===== config.mk =====
export PLATFORM = sky130hd
export DESIGN_NAME = lsm_sample_buffer
export DESIGN_NICKNAME = d
export VERILOG_FILES = /design/src/rtl/lsm_sample_buffer.sv
export SDC_FILE = /design/constraint.sdc
export NUM_CORES = 2
export LEC_CHECK = 0
export CORE_MARGIN = 3
export CORE_UTILIZATION = 40
export DETAILED_ROUTE_END_ITERATION = 10
export HOLD_SLACK_MARGIN = 0.15
export PLACE_DENSITY = 0.54
export SLEW_MARGIN = 20
export SYNTH_ARGS = -nofsm -noshare
export SYNTH_HDL_FRONTEND = slang
export SYNTH_SLANG_ARGS = --single-unit
export TNS_END_PERCENT = 5

===== constraint.sdc =====
create_clock -name clk -period 8.5 [get_ports clk]
set_input_delay 1.7 -clock clk [delete_from_list [all_inputs] [get_ports clk]]
set_output_delay 1.7 -clock clk [all_outputs]
set_load 0.02 [all_outputs]

===== src/rtl/lsm_sample_buffer.sv =====
//==============================================================================
// Module   : lsm_sample_buffer
// Captures GBM price samples, computes intrinsic payoff, tags step/path and
// buffers them in a first-word-fall-through FIFO for the LSM regression stage.
// Build option: LSM_PAYOFF_CALL_EN selects call payoff (default is put).
// Revision : 1.0 - initial release
//==============================================================================
`default_nettype none

module lsm_sample_buffer #(
    parameter int WIDTH   = 32,
    parameter int QFRAC   = 16,
    parameter int DEPTH   = 16,
    parameter int N_STEPS = 50,
    parameter int N_PATHS = 1024
) (
    input  logic                       clk,
    input  logic                       rst_n,
    input  logic                       valid_in,
    input  logic [WIDTH-1:0]           s_in,
    input  logic [WIDTH-1:0]           strike,
    output logic                       out_valid,
    input  logic                       out_ready,
    output logic [WIDTH-1:0]           out_s,
    output logic [WIDTH-1:0]           out_payoff,
    output logic [$clog2(N_STEPS)-1:0] out_step,
    output logic [$clog2(N_PATHS)-1:0] out_path,
    output logic                       out_last_step,
    output logic [$clog2(DEPTH+1)-1:0] count,
    output logic                       overflow,
    output logic                       batch_done
);

    localparam int c_STEP_W  = $clog2(N_STEPS);
    localparam int c_PATH_W  = $clog2(N_PATHS);
    localparam int c_PTR_W   = $clog2(DEPTH);
    localparam int c_CNT_W   = $clog2(DEPTH + 1);
    localparam int c_ENTRY_W = 2 * WIDTH + c_STEP_W + c_PATH_W;

    if ((DEPTH < 2) || ((DEPTH & (DEPTH - 1)) != 0) || (QFRAC >= WIDTH)) begin : g_bad_params
        $error("lsm_sample_buffer: DEPTH must be a power of two >= 2 and QFRAC < WIDTH");
    end

    // Payoff: one extra bit so K - S never wraps, then clamp to [0, signed max]
    logic [WIDTH:0]   w_diff;
    logic [WIDTH-1:0] w_payoff;

`ifdef LSM_PAYOFF_CALL_EN
    assign w_diff = {s_in[WIDTH-1], s_in} - {strike[WIDTH-1], strike};
`else
    assign w_diff = {strike[WIDTH-1], strike} - {s_in[WIDTH-1], s_in};
`endif

    always_comb begin
        w_payoff = w_diff[WIDTH-1:0];
        if (w_diff[WIDTH]) begin
            w_payoff = '0;
        end else if (w_diff[WIDTH-1]) begin
            w_payoff = {1'b0, {(WIDTH-1){1'b1}}};
        end
    end

    logic [c_STEP_W-1:0] r_step;
    logic [c_PATH_W-1:0] r_path;
    logic                r_s1_wr;
    logic [WIDTH-1:0]    r_s1_s;
    logic [WIDTH-1:0]    r_s1_payoff;
    logic [c_STEP_W-1:0] r_s1_step;
    logic [c_PATH_W-1:0] r_s1_path;
    logic                r_batch_done;

    // Tags advance on every valid_in, even for samples later dropped
    always_ff @(posedge clk) begin
        if (!rst_n) begin
            r_step       <= '0;
            r_path       <= '0;
            r_s1_wr      <= 1'b0;
            r_s1_s       <= '0;
            r_s1_payoff  <= '0;
            r_s1_step    <= '0;
            r_s1_path    <= '0;
            r_batch_done <= 1'b0;
        end else begin
            r_s1_wr      <= valid_in;
            r_batch_done <= 1'b0;
            if (valid_in) begin
                r_s1_s      <= s_in;
                r_s1_payoff <= w_payoff;
                r_s1_step   <= r_step;
                r_s1_path   <= r_path;
                if (r_step == c_STEP_W'(N_STEPS - 1)) begin
                    r_step <= '0;
                    if (r_path == c_PATH_W'(N_PATHS - 1)) begin
                        r_path       <= '0;
                        r_batch_done <= 1'b1;
                    end else begin
                        r_path <= r_path + c_PATH_W'(1);
                    end
                end else begin
                    r_step <= r_step + c_STEP_W'(1);
                end
            end
        end
    end

    logic [c_ENTRY_W-1:0] r_mem [DEPTH];
    logic [c_PTR_W-1:0]   r_wr_ptr;
    logic [c_PTR_W-1:0]   r_rd_ptr;
    logic [c_CNT_W-1:0]   r_count;
    logic                 r_overflow;
    logic                 r_out_valid;
    logic [WIDTH-1:0]     r_out_s;
    logic [WIDTH-1:0]     r_out_payoff;
    logic [c_STEP_W-1:0]  r_out_step;
    logic [c_PATH_W-1:0]  r_out_path;

    logic                 w_pop;
    logic                 w_wr_accept;
    logic [c_PTR_W-1:0]   w_rd_ptr_nxt;
    logic [c_CNT_W-1:0]   w_count_after_pop;
    logic [c_ENTRY_W-1:0] w_wr_entry;
    logic [c_ENTRY_W-1:0] w_head_entry;

    assign w_pop             = r_out_valid && out_ready;
    assign w_wr_accept       = r_s1_wr && ((r_count != c_CNT_W'(DEPTH)) || w_pop);
    assign w_rd_ptr_nxt      = r_rd_ptr + {{(c_PTR_W-1){1'b0}}, w_pop};
    assign w_count_after_pop = r_count - {{(c_CNT_W-1){1'b0}}, w_pop};
    assign w_wr_entry        = {r_s1_s, r_s1_payoff, r_s1_step, r_s1_path};
    // When the FIFO drains to nothing, the incoming word is the next head
    assign w_head_entry      = (w_count_after_pop == '0) ? w_wr_entry : r_mem[w_rd_ptr_nxt];

    always_ff @(posedge clk) begin
        if (w_wr_accept) begin
            r_mem[r_wr_ptr] <= w_wr_entry;
        end
    end

    always_ff @(posedge clk) begin
        if (!rst_n) begin
            r_wr_ptr     <= '0;
            r_rd_ptr     <= '0;
            r_count      <= '0;
            r_overflow   <= 1'b0;
            r_out_valid  <= 1'b0;
            r_out_s      <= '0;
            r_out_payoff <= '0;
            r_out_step   <= '0;
            r_out_path   <= '0;
        end else begin
            r_rd_ptr    <= w_rd_ptr_nxt;
            r_count     <= w_count_after_pop + {{(c_CNT_W-1){1'b0}}, w_wr_accept};
            r_overflow  <= r_overflow | (r_s1_wr & ~w_wr_accept);
            r_out_valid <= (w_count_after_pop != '0) || w_wr_accept;
            if (w_wr_accept) begin
                r_wr_ptr <= r_wr_ptr + c_PTR_W'(1);
            end
            if ((w_count_after_pop != '0) || w_wr_accept) begin
                {r_out_s, r_out_payoff, r_out_step, r_out_path} <= w_head_entry;
            end
        end
    end

    assign out_valid     = r_out_valid;
    assign out_s         = r_out_s;
    assign out_payoff    = r_out_payoff;
    assign out_step      = r_out_step;
    assign out_path      = r_out_path;
    assign out_last_step = (r_out_step == c_STEP_W'(N_STEPS - 1));
    assign count         = r_count;
    assign overflow      = r_overflow;
    assign batch_done    = r_batch_done;

endmodule

`default_nettype wire


==> results.cfg <==
[outcome]
outcome = completed

[yosys]
synth_compound_area_share_pct = 3.378
synth-edff-count = 1264
avgSynthCellArea_um2 = 18.98
synth_xor_area_share_pct = 0.6877
yosys_warnings = 0
synth_mux_area_share_pct = 16.45
ys_types = 69
synth_top_family_by_area = multiplexers
syn_area_um2 = 57310
seq_area_frac_synth_pct = 72.91
synthArstFlopShare_pct = 0
synthCells = 3020
synthSimpleGateAreaFrac_pct = 3.816
synthAdderAreaFrac_pct = 1.017
synth-seq-cells = 1455
ys.flop_type = edfxtp_1
synth_nets = 3134

[critical_path]
regToRegSetupSlack_ns = 4.82
cp.depth = 9
path_buf_inv = 2
reg2reg_to = out_payoff[11]$_SDFFE_PN0P_
cpPeakStageDelay_ns = 0.80
crit_chain = clkdlybuf4s50_1 -> and2_1 -> ha_4 -> ha_4 -> buf_12 -> mux4_2 -> mux4_2 -> nor2_1 -> a311oi_1
reg2reg_depth = 8
end_kind = flop
cp.required_ns = 9.10
crit_type = input port to flop
critPathMaxFanout = 132
cp_top_family = buffers and inverters
reg2reg_from = out_valid$_SDFF_PN0_
startpoint_type = input port
arrival_ns = 5.27
crit_slowest_cell = ha_4

[timing]
finalCriticalPeriod_ns = 4.669
fin_skew_ns = 0.03341
finalCritPeriodShare_pct = 54.93
tns_ns = 0
worst_pin_slew_ns = 1.130
maxSlewViolCount = 0
max_slew_margin_pct = 24.66
rsz0062_at_grt = false
fmax_mhz = 214.2
fin_ws_ns = 3.831
setup_viol = 0
hold_viol = 0

[layout]
final_area_um2 = 66250
utilization_pct = 46.68
seq_area_um2 = 41780
nets = 3331
multi_input_area_um2 = 14710
final_cell_count_no_fill = 5236
drive_gt1_share_pct = 21.41
layout_common_cells = 1,264 x edfxtp_1, 395 x mux4_2, 208 x nor2_1
nFillCells = 11940
final_common_cell = edfxtp_1
syn_to_final_growth_pct = 15.61

[grt]
grt_pass1_vias = 30940
grt_max_degree = 160
grt.busiest_layer = met2
grt_usage_pct = 20.84
antenna_found_initial = 3
overflow = 0
grt_pass1_wl_mm = 221.6
use_met1_pct = 29.69
met2_usage_pct = 33.69
met3_usage_pct = 3.412

[clock_tree]
htreeDepth = 4
cts_resized = 0
postCtsSetupBuffers = 0
cts_root_buf = clkbuf_16
ctsHoldBuffers = 0
clock_path_buffers = 3
tritoncts = done
clk_pin_slew_worst_paths_ns = 0.06
cts_buffers = 152
cts.sinks = 1455
clock_latency_ns = 0.79

[pwr]
p_leak_uw = 0.02179
peakVddDrop_mv = 0.8298
power_density_nw_per_um2 = 289.0

[placed_design]
pre_cts_ws_ns = 2.985
gp_congestion = 0.8573
dpl_cell_area_um2 = 61290
dpl.cell_count = 4953
dp_hpwl_mm = 81.48
portBuffers = 155

[detailed_routing]
totalWireLength_mm = 152.3
wl_per_cell_um = 29.09
drc = 0
antenna_left = 0
drt-vias-per-instance = 5.707
vias = 29880
drt-pass1-iter-count = 6
drt-initial-drc-count = 3057

[floorplanning]
chipWidth_um = 384.5
start_util_pct = 40.38
die_area_um2 = 147800
ios = 157
coreArea_um2 = 141900
std_cell_rows = 138
fp.dieH_um = 384.5

[worst_hold_path]
holdCritStartpoint = out_payoff[29]$_SDFFE_PN0P_
hold-path-endpoint = out_payoff[29]$_SDFFE_PN0P_
hold_path.class = flop to flop
worstHoldPathCells = 2

[job]
cap_violations = 0
power by group:
part | leakage [uW] | switching (uW) | total, uW | internal [uW]
clock | 0.00242 | 2790 | 6580 | 3790
sequential | 0.0136 | 330 | 8400 | 8070
combinational | 0.00577 | 2190 | 4170 | 1980
cells by family (layout without fill, tap and decap cells):
kind of cell             after synthesis  in the layout
adder cells (fa/ha/maj)               46             46
buffers and inverters                247            572
AO/OA/AOI/OAI                        261            261
multiplexers                         448            448
other                                  1              2
flip-flops                          1455           1455
AND/OR/NAND/NOR                      517            517
XOR/XNOR                              45             45
tightest hold or removal path, stage by stage, from the launching register on:
cell and delay, ns:
dfxtp_1 0.31, nand2_1 0.05, a311oi_1 0.07
final cells by class:
cell class,count,share of cell area (%)
multi-input combinational,1318,22.21
sequential,1455,63.06
clock buffer,203,6.309
tap,1890,3.569
timing repair buffer,214,3.226
antenna,1,0.003777
clock inverter,79,1.182
inverter,76,0.4419
Yosys cell counts (all sizes together) (3+ instances only):
library cell,count,area [um2]
o311a,20,200.2
nand3,11,55.05
mux2i,53,530.5
nor2b,6,37.54
buf,38,212.7
or3,5,31.28
o21bai,5,37.54
nor4,3,40.04
o21ai,48,259.0
nand2b,9,56.30
nand3b,5,37.54
nor3,14,70.07
and4,3,28.78
a21oi,52,271.5
and3,7,43.79
edfxtp,1264,37960
a21o,9,67.56
nand2,206,773.2
mux4,395,8896
o211ai,4,30.03
a31oi,6,43.79
inv,74,277.8
a22oi,4,30.03
a211oi,6,45.04
o21a,7,52.55
xnor2,23,201.4
a311oi,79,691.9
ha,45,563.0
a211o,3,26.28
nor2,220,825.8
clkbuf,133,499.2
xor2,22,192.7
dfxtp,191,3824
and2,9,58.81
nand4,13,81.33
worst max-delay path by stage:
| stage | from | end | slack [ns] |
|---|---|---|---|
| floorplan | out_ready | r_mem[1][0]$_DFFE_PP_ | -0.20 |
| global placement | out_ready | out_payoff[29]$_SDFFE_PN0P_ | 3.01 |
| detailed placement | out_ready | out_payoff[28]$_SDFFE_PN0P_ | 2.98 |
| CTS | out_ready | out_s[30]$_SDFFE_PN0P_ | 3.80 |
| global route | out_ready | out_s[30]$_SDFFE_PN0P_ | 3.57 |
| finish | out_ready | out_payoff[11]$_SDFFE_PN0P_ | 3.83 |
registers in the layout, summed over array words and instances, names as in the netlist, 10 cells and up:
signal / count
r_mem: 1264
out_s: 32
r_s1_s: 32
out_payoff: 31
r_s1_payoff: 31
out_path: 10
r_path: 10
r_s1_path: 10
metal layers:
layer,up-vias,wire length (um)
met5,-,13
met4,2,2558
met2,1025,73950
met3,182,9146
met1,16080,66630
li1,12600,-
through the flow:
stage / power (uW) / hold slack, ns
after floorplan: 11360 / 0.4562
after global placement: 12760 / 0.4803
after detailed placement: 12800 / 0.4756
after CTS: 19390 / 0.4877
after global routing: 19970 / 0.5132
final: 19150 / 0.4845
Note: power is estimated with default switching activity, not from simulation.
